File: src/rtl/ppi_mode1_handshake.sv
// 8255-style Mode 1 strobed handshake port: one data latch shared by input and output modes.
// Optional macro PPI_STB_SYNC_EN adds a two-flop synchronizer on STB_N/ACK_N ahead of edge detection.
module ppi_mode1_handshake #(
    parameter int unsigned WIDTH = 8
) (
    input  logic             CLK,
    input  logic             RESET,
    input  logic             DIR,
    input  logic             CPU_RD,
    input  logic             CPU_WR,
    input  logic [WIDTH-1:0] CPU_DIN,
    output logic [WIDTH-1:0] CPU_DOUT,
    input  logic             INTE_SET,
    input  logic             INTE_CLR,
    input  logic             STB_N,
    input  logic             ACK_N,
    input  logic [WIDTH-1:0] PORT_IN,
    output logic [WIDTH-1:0] PORT_OUT,
    output logic             PORT_OE,
    output logic             IBF,
    output logic             OBF_N,
    output logic             INTR
);

    typedef enum logic [1:0] {I_EMPTY, I_STROBED, I_FULL} in_state_e;
    typedef enum logic [1:0] {O_EMPTY, O_FULL, O_ACKED} out_state_e;

    in_state_e        in_state_q, in_state_d;
    out_state_e       out_state_q, out_state_d;
    logic [WIDTH-1:0] latch_q, latch_d;
    logic             inte_q, inte_d;
    logic             intr_q, intr_d;
    logic             ibf_q, ibf_d;
    logic             obf_n_q, obf_n_d;
    logic             dir_q, dir_d;
    logic             oe_q, oe_d;

    // Handshake lines as {STB_N, ACK_N}; sample and history flops idle high.
    logic [1:0] hs_s_q, hs_s_d;
    logic [1:0] hs_h_q, hs_h_d;
    logic [1:0] hs_fall, hs_rise;

`ifdef PPI_STB_SYNC_EN
    logic [1:0] hs_m_q, hs_m_d;

    always_comb begin
        hs_m_d = {STB_N, ACK_N};
        hs_s_d = hs_m_q;
    end

    always_ff @(posedge CLK) begin
        if (RESET) hs_m_q <= 2'b11;
        else       hs_m_q <= hs_m_d;
    end
`else
    always_comb begin
        hs_s_d = {STB_N, ACK_N};
    end
`endif

    always_comb begin
        hs_h_d  = hs_s_q;
        hs_fall = hs_h_q & ~hs_s_q;
        hs_rise = ~hs_h_q & hs_s_q;
    end

    logic stb_fall, stb_rise, ack_fall, ack_rise;
    assign stb_fall = hs_fall[1];
    assign stb_rise = hs_rise[1];
    assign ack_fall = hs_fall[0];
    assign ack_rise = hs_rise[0];

    // Next-state for both handshake FSMs, latch, interrupt enable and request.
    always_comb begin
        in_state_d  = in_state_q;
        out_state_d = out_state_q;
        latch_d     = latch_q;
        inte_d      = inte_q;
        intr_d      = intr_q;
        dir_d       = DIR;
        oe_d        = ~DIR;

        if (INTE_CLR)      inte_d = 1'b0;
        else if (INTE_SET) inte_d = 1'b1;

        if (dir_q != DIR) begin
            in_state_d  = I_EMPTY;
            out_state_d = O_EMPTY;
            intr_d      = 1'b0;
        end else if (DIR) begin
            case (in_state_q)
                I_EMPTY: begin
                    if (stb_fall) begin
                        latch_d    = PORT_IN;
                        in_state_d = I_STROBED;
                    end
                end
                I_STROBED: begin
                    // A read empties the buffer before the trailing strobe edge can interrupt.
                    if (CPU_RD) begin
                        in_state_d = I_EMPTY;
                        intr_d     = 1'b0;
                    end else if (stb_rise) begin
                        in_state_d = I_FULL;
                        if (inte_q) intr_d = 1'b1;
                    end
                end
                I_FULL: begin
                    if (CPU_RD) begin
                        in_state_d = I_EMPTY;
                        intr_d     = 1'b0;
                    end
                end
                default: in_state_d = I_EMPTY;
            endcase
        end else begin
            if (CPU_WR) begin
                latch_d     = CPU_DIN;
                intr_d      = 1'b0;
                out_state_d = O_FULL;
            end else begin
                case (out_state_q)
                    O_FULL: begin
                        if (ack_fall) out_state_d = O_ACKED;
                    end
                    O_ACKED: begin
                        if (ack_rise) begin
                            out_state_d = O_EMPTY;
                            if (inte_q) intr_d = 1'b1;
                        end
                    end
                    O_EMPTY: out_state_d = O_EMPTY;
                    default: out_state_d = O_EMPTY;
                endcase
            end
        end

        if (INTE_CLR) intr_d = 1'b0;

        ibf_d   = (in_state_d != I_EMPTY);
        obf_n_d = (out_state_d != O_FULL);
    end

    always_ff @(posedge CLK) begin
        if (RESET) begin
            in_state_q  <= I_EMPTY;
            out_state_q <= O_EMPTY;
            latch_q     <= '0;
            inte_q      <= 1'b0;
            intr_q      <= 1'b0;
            ibf_q       <= 1'b0;
            obf_n_q     <= 1'b1;
            hs_s_q      <= 2'b11;
            hs_h_q      <= 2'b11;
            // Track DIR through reset so release is not mistaken for a mode change.
            dir_q       <= dir_d;
            oe_q        <= oe_d;
        end else begin
            in_state_q  <= in_state_d;
            out_state_q <= out_state_d;
            latch_q     <= latch_d;
            inte_q      <= inte_d;
            intr_q      <= intr_d;
            ibf_q       <= ibf_d;
            obf_n_q     <= obf_n_d;
            hs_s_q      <= hs_s_d;
            hs_h_q      <= hs_h_d;
            dir_q       <= dir_d;
            oe_q        <= oe_d;
        end
    end

    assign CPU_DOUT = latch_q;
    assign PORT_OUT = latch_q;
    assign PORT_OE  = oe_q;
    assign IBF      = ibf_q;
    assign OBF_N    = obf_n_q;
    assign INTR     = intr_q;

endmodule

File: config.mk
export PLATFORM = sky130hd
export DESIGN_NAME = ppi_mode1_handshake
export DESIGN_NICKNAME = d
export VERILOG_FILES = /design/src/rtl/ppi_mode1_handshake.sv
export SDC_FILE = /design/constraint.sdc
export NUM_CORES = 1
export LEC_CHECK = 0
export ABC_AREA = 1
export CAP_MARGIN = 5
export CORE_UTILIZATION = 42
export DETAILED_ROUTE_END_ITERATION = 12
export GPL_ROUTABILITY_DRIVEN = 0
export PLACE_DENSITY = 0.89
export SYNTH_ARGS = -nofsm -noshare
export SYNTH_HDL_FRONTEND = slang
export SYNTH_SLANG_ARGS = --single-unit
File: constraint.sdc
create_clock -name CLK -period 1.4 [get_ports CLK]
set_input_delay 0.28 -clock CLK [delete_from_list [all_inputs] [get_ports CLK]]
set_output_delay 0.28 -clock CLK [all_outputs]
set_load 0.02 [all_outputs]
==> reports/qor.txt <==
Final ANT Viol Nets: 0
Crit-path max FO: 3
Core footprint: 0.002455 mm²
Actual slew at the worst max-slew pin: 0.2278 ns
CP cell instances: dlygate4sd2_1
Primary FF master, synth: dfxtp_1
Most common cell in the synthesized netlist: nand2_1
Final hold violations: 0
Power density over cell area: 808.6 mW/mm²
Busiest grt layer: met2
Crit start category: register
CTS clk-pin slew, worst paths: 0.12 ns
Maxcap violations: 0
Share of the synthesized area in the top cell type: 0.4065
GRT met2 Usage: 0.2975
Number of global-route vias before repair: 897
Largest family of logic cells by synthesized area: simple AND/OR/NAND/NOR gates
IO buf count: 44
Lkg Pwr: 0.8213 nW
Final period util: 0.9451
Post-synthesis mux area share: 0
Htree depth: 1
Antenna violations before repair: 0
Synth Area in XOR/XNOR: 0
Max VDD drop: 0.0006219 V
Yosys top cell by area: dfxtp_1
Synth top area cells: dfxtp_1 (41%), nand2_1 (20%), nor2_1 (10%)
Seq/Total Area, Yosys: 0.4065
Post-CTS repair timing setup buffer count: 0
Final cell count without fillers: 241
Nets: 240
Yosys warning total: 0
Syn Area/Cell: 6.450 µm²
Initial core utilization: 0.4414
CTS max path bufs: 2
Remaining Overflow, GRT: 0
Kind of critical path: register to primary output
Post-synthesis async set-or-reset flop share: 0
Vias per cell: 4.689
Min setup slack post-route: 0.07689 ns
Dpl cells: 238
Via count: 1130
CP delay by family, top: flip-flops
Met1 Usage GRT: 0.2539
EDFF count, synth: 0
N_diodes: 0
IO Count: 45
Commonest cells post-synth: nand2_1 (57), nor2_1 (30), dfxtp_1 (22)
Global-route wire length before repair: 3.857 mm
WL/cell: 10.18 µm
Worst path buffer plus inverter count: 1
Synth Area in Compound Gates: 0.05543
Count of unique library cells instantiated by Yosys: 16
Simple-Gate Fraction of Synth Area: 0.3915
Hold Crit Class: register to register
F_max: 0.7558 GHz
Clock sinks: 22
Drt initial violations: 25
CP Data Arrival Time: 1.04 ns
Detailed Route WL: 2.454 mm
Min Clock Period, post-route: 1.323 ns
CTS Buf Count: 3
Slowest cell on the critical path: dfxtp_1
CTS tree: built
Die Wd: 52.79 µm
Die area: 0.002787 mm²
Final setup fails: 0
Final Skew: 0.002187 ns
CP required: 1.12 ns
Site row count: 18
Post-Syn Instances: 168
Hpwl dp: 1.852 mm
Register bit count reported by yosys: 22
Net Count, Synth: 195
Pre-Repair DR Iteration Count: 4
Area Overhead vs Synth: 42.26%
Max_slew headroom: 0.8479
Total track usage: 0.1888
M3 GR Usage: 0.02609
Root Driver: clkbuf_4
Worst Setup End Kind: primary output
Synth Area in Adders: 0.02309
Synth Cell Area: 0.001084 mm²
DR DRC count: 0
Largest net degree at the start of global routing: 12
Height of the die: 52.79 µm
Run status: finished, final reports clean
CP peak stage delay: 0.38 ns
Layout cells sized above 1: 0.07583
Worst skew pair latency: 0.31 ns
Final Max Tran Viols: 0
# hold bufs at CTS: 0
Place WS: -0.2210 ns
stage by stage:
step                      TNS (ns)    util  hold WS (ns)  power (mW)  cell area (µm²)
after floorplan                  0       -        0.3077      0.8409             1084
after global placement      -2.002  0.6259        0.4591      0.9887             1536
after detailed placement    -2.461  0.6259        0.4648      0.9927             1536
after CTS                        0  0.6249        0.4876       1.243             1534
after global routing      -0.02929  0.6279        0.5146       1.313             1541
final                            0  0.6279        0.4841       1.246             1541
flip-flops by register name, summed over array words and instances (netlist names):
signal	cells
OBF_N	1
INTR	1
hs_h_d	2
IBF	1
out_state_q	2
hs_h_q	2
CPU_DOUT	8
dir_q	1
inte_q	1
PORT_OE	1
in_state_q	2
path summary, 6_finish.rpt:
check                           cells after the start  slack (ns)           start     endpoint
worst max-delay path                                1        0.08     CPU_DOUT[5]  CPU_DOUT[5]
worst min-delay path                                2        0.48            INTR         INTR
worst max register to register                      7        0.19  out_state_q[0]        OBF_N
worst min register to register                      2        0.48            INTR         INTR
power by group:
part	switching [mW]	leakage (nW)	internal [mW]
clock	0.190	0.0138	0.101
sequential	0.0179	0.181	0.656
combinational	0.144	0.627	0.139
total	0.351	0.821	0.895
layout make-up:
cell class	instances	area, µm²
Fill cell	238	913.4
Multi-Input combinational cell	119	516.7
Timing Repair Buffer	50	460.4
Sequential cell	22	440.4
Inverter	17	63.81
Tap cell	30	37.54
Clock buffer	3	22.52
cells by family (layout without fill, tap and decap cells):
logic type               Yosys count  after routing
AND/OR/NAND/NOR                  105            105
buffers and inverters             27             70
flip-flops                        22             22
AO/OA/AOI/OAI                     12             12
adder cells (fa/ha/maj)            2              2
cell usage in the layout, fill, tap and decap left out, drive strengths merged:
master / instances
and2: 1
ha: 2
clkbuf: 3
nor2: 30
nand2: 58
dfxtp: 22
o21ai: 9
nand3: 9
inv: 16
dlygate4sd2: 20
or2: 4
a21oi: 3
buf: 6
nor3: 3
clkdlybuf4s50: 24
clkinv: 1
per-layer routing:
| layer | part of all wire | routed length [µm] | up-vias |
|---|---|---|---|
| li1 | - | - | 594 |
| met2 | 0.47 | 1154 | 26 |
| met3 | 0.037 | 92 | 5 |
| met4 | 0.013 | 32 | 0 |
| met1 | 0.48 | 1175 | 505 |
| met5 | 0 | 0 | - |
repair_timing:
action,4_1_cts,5_1_grt
endpoints found under the setup margin,20,6
endpoints found under the hold margin,0,0
gates resized for setup,20,2
Note: power is estimated with default switching activity, not from simulation.
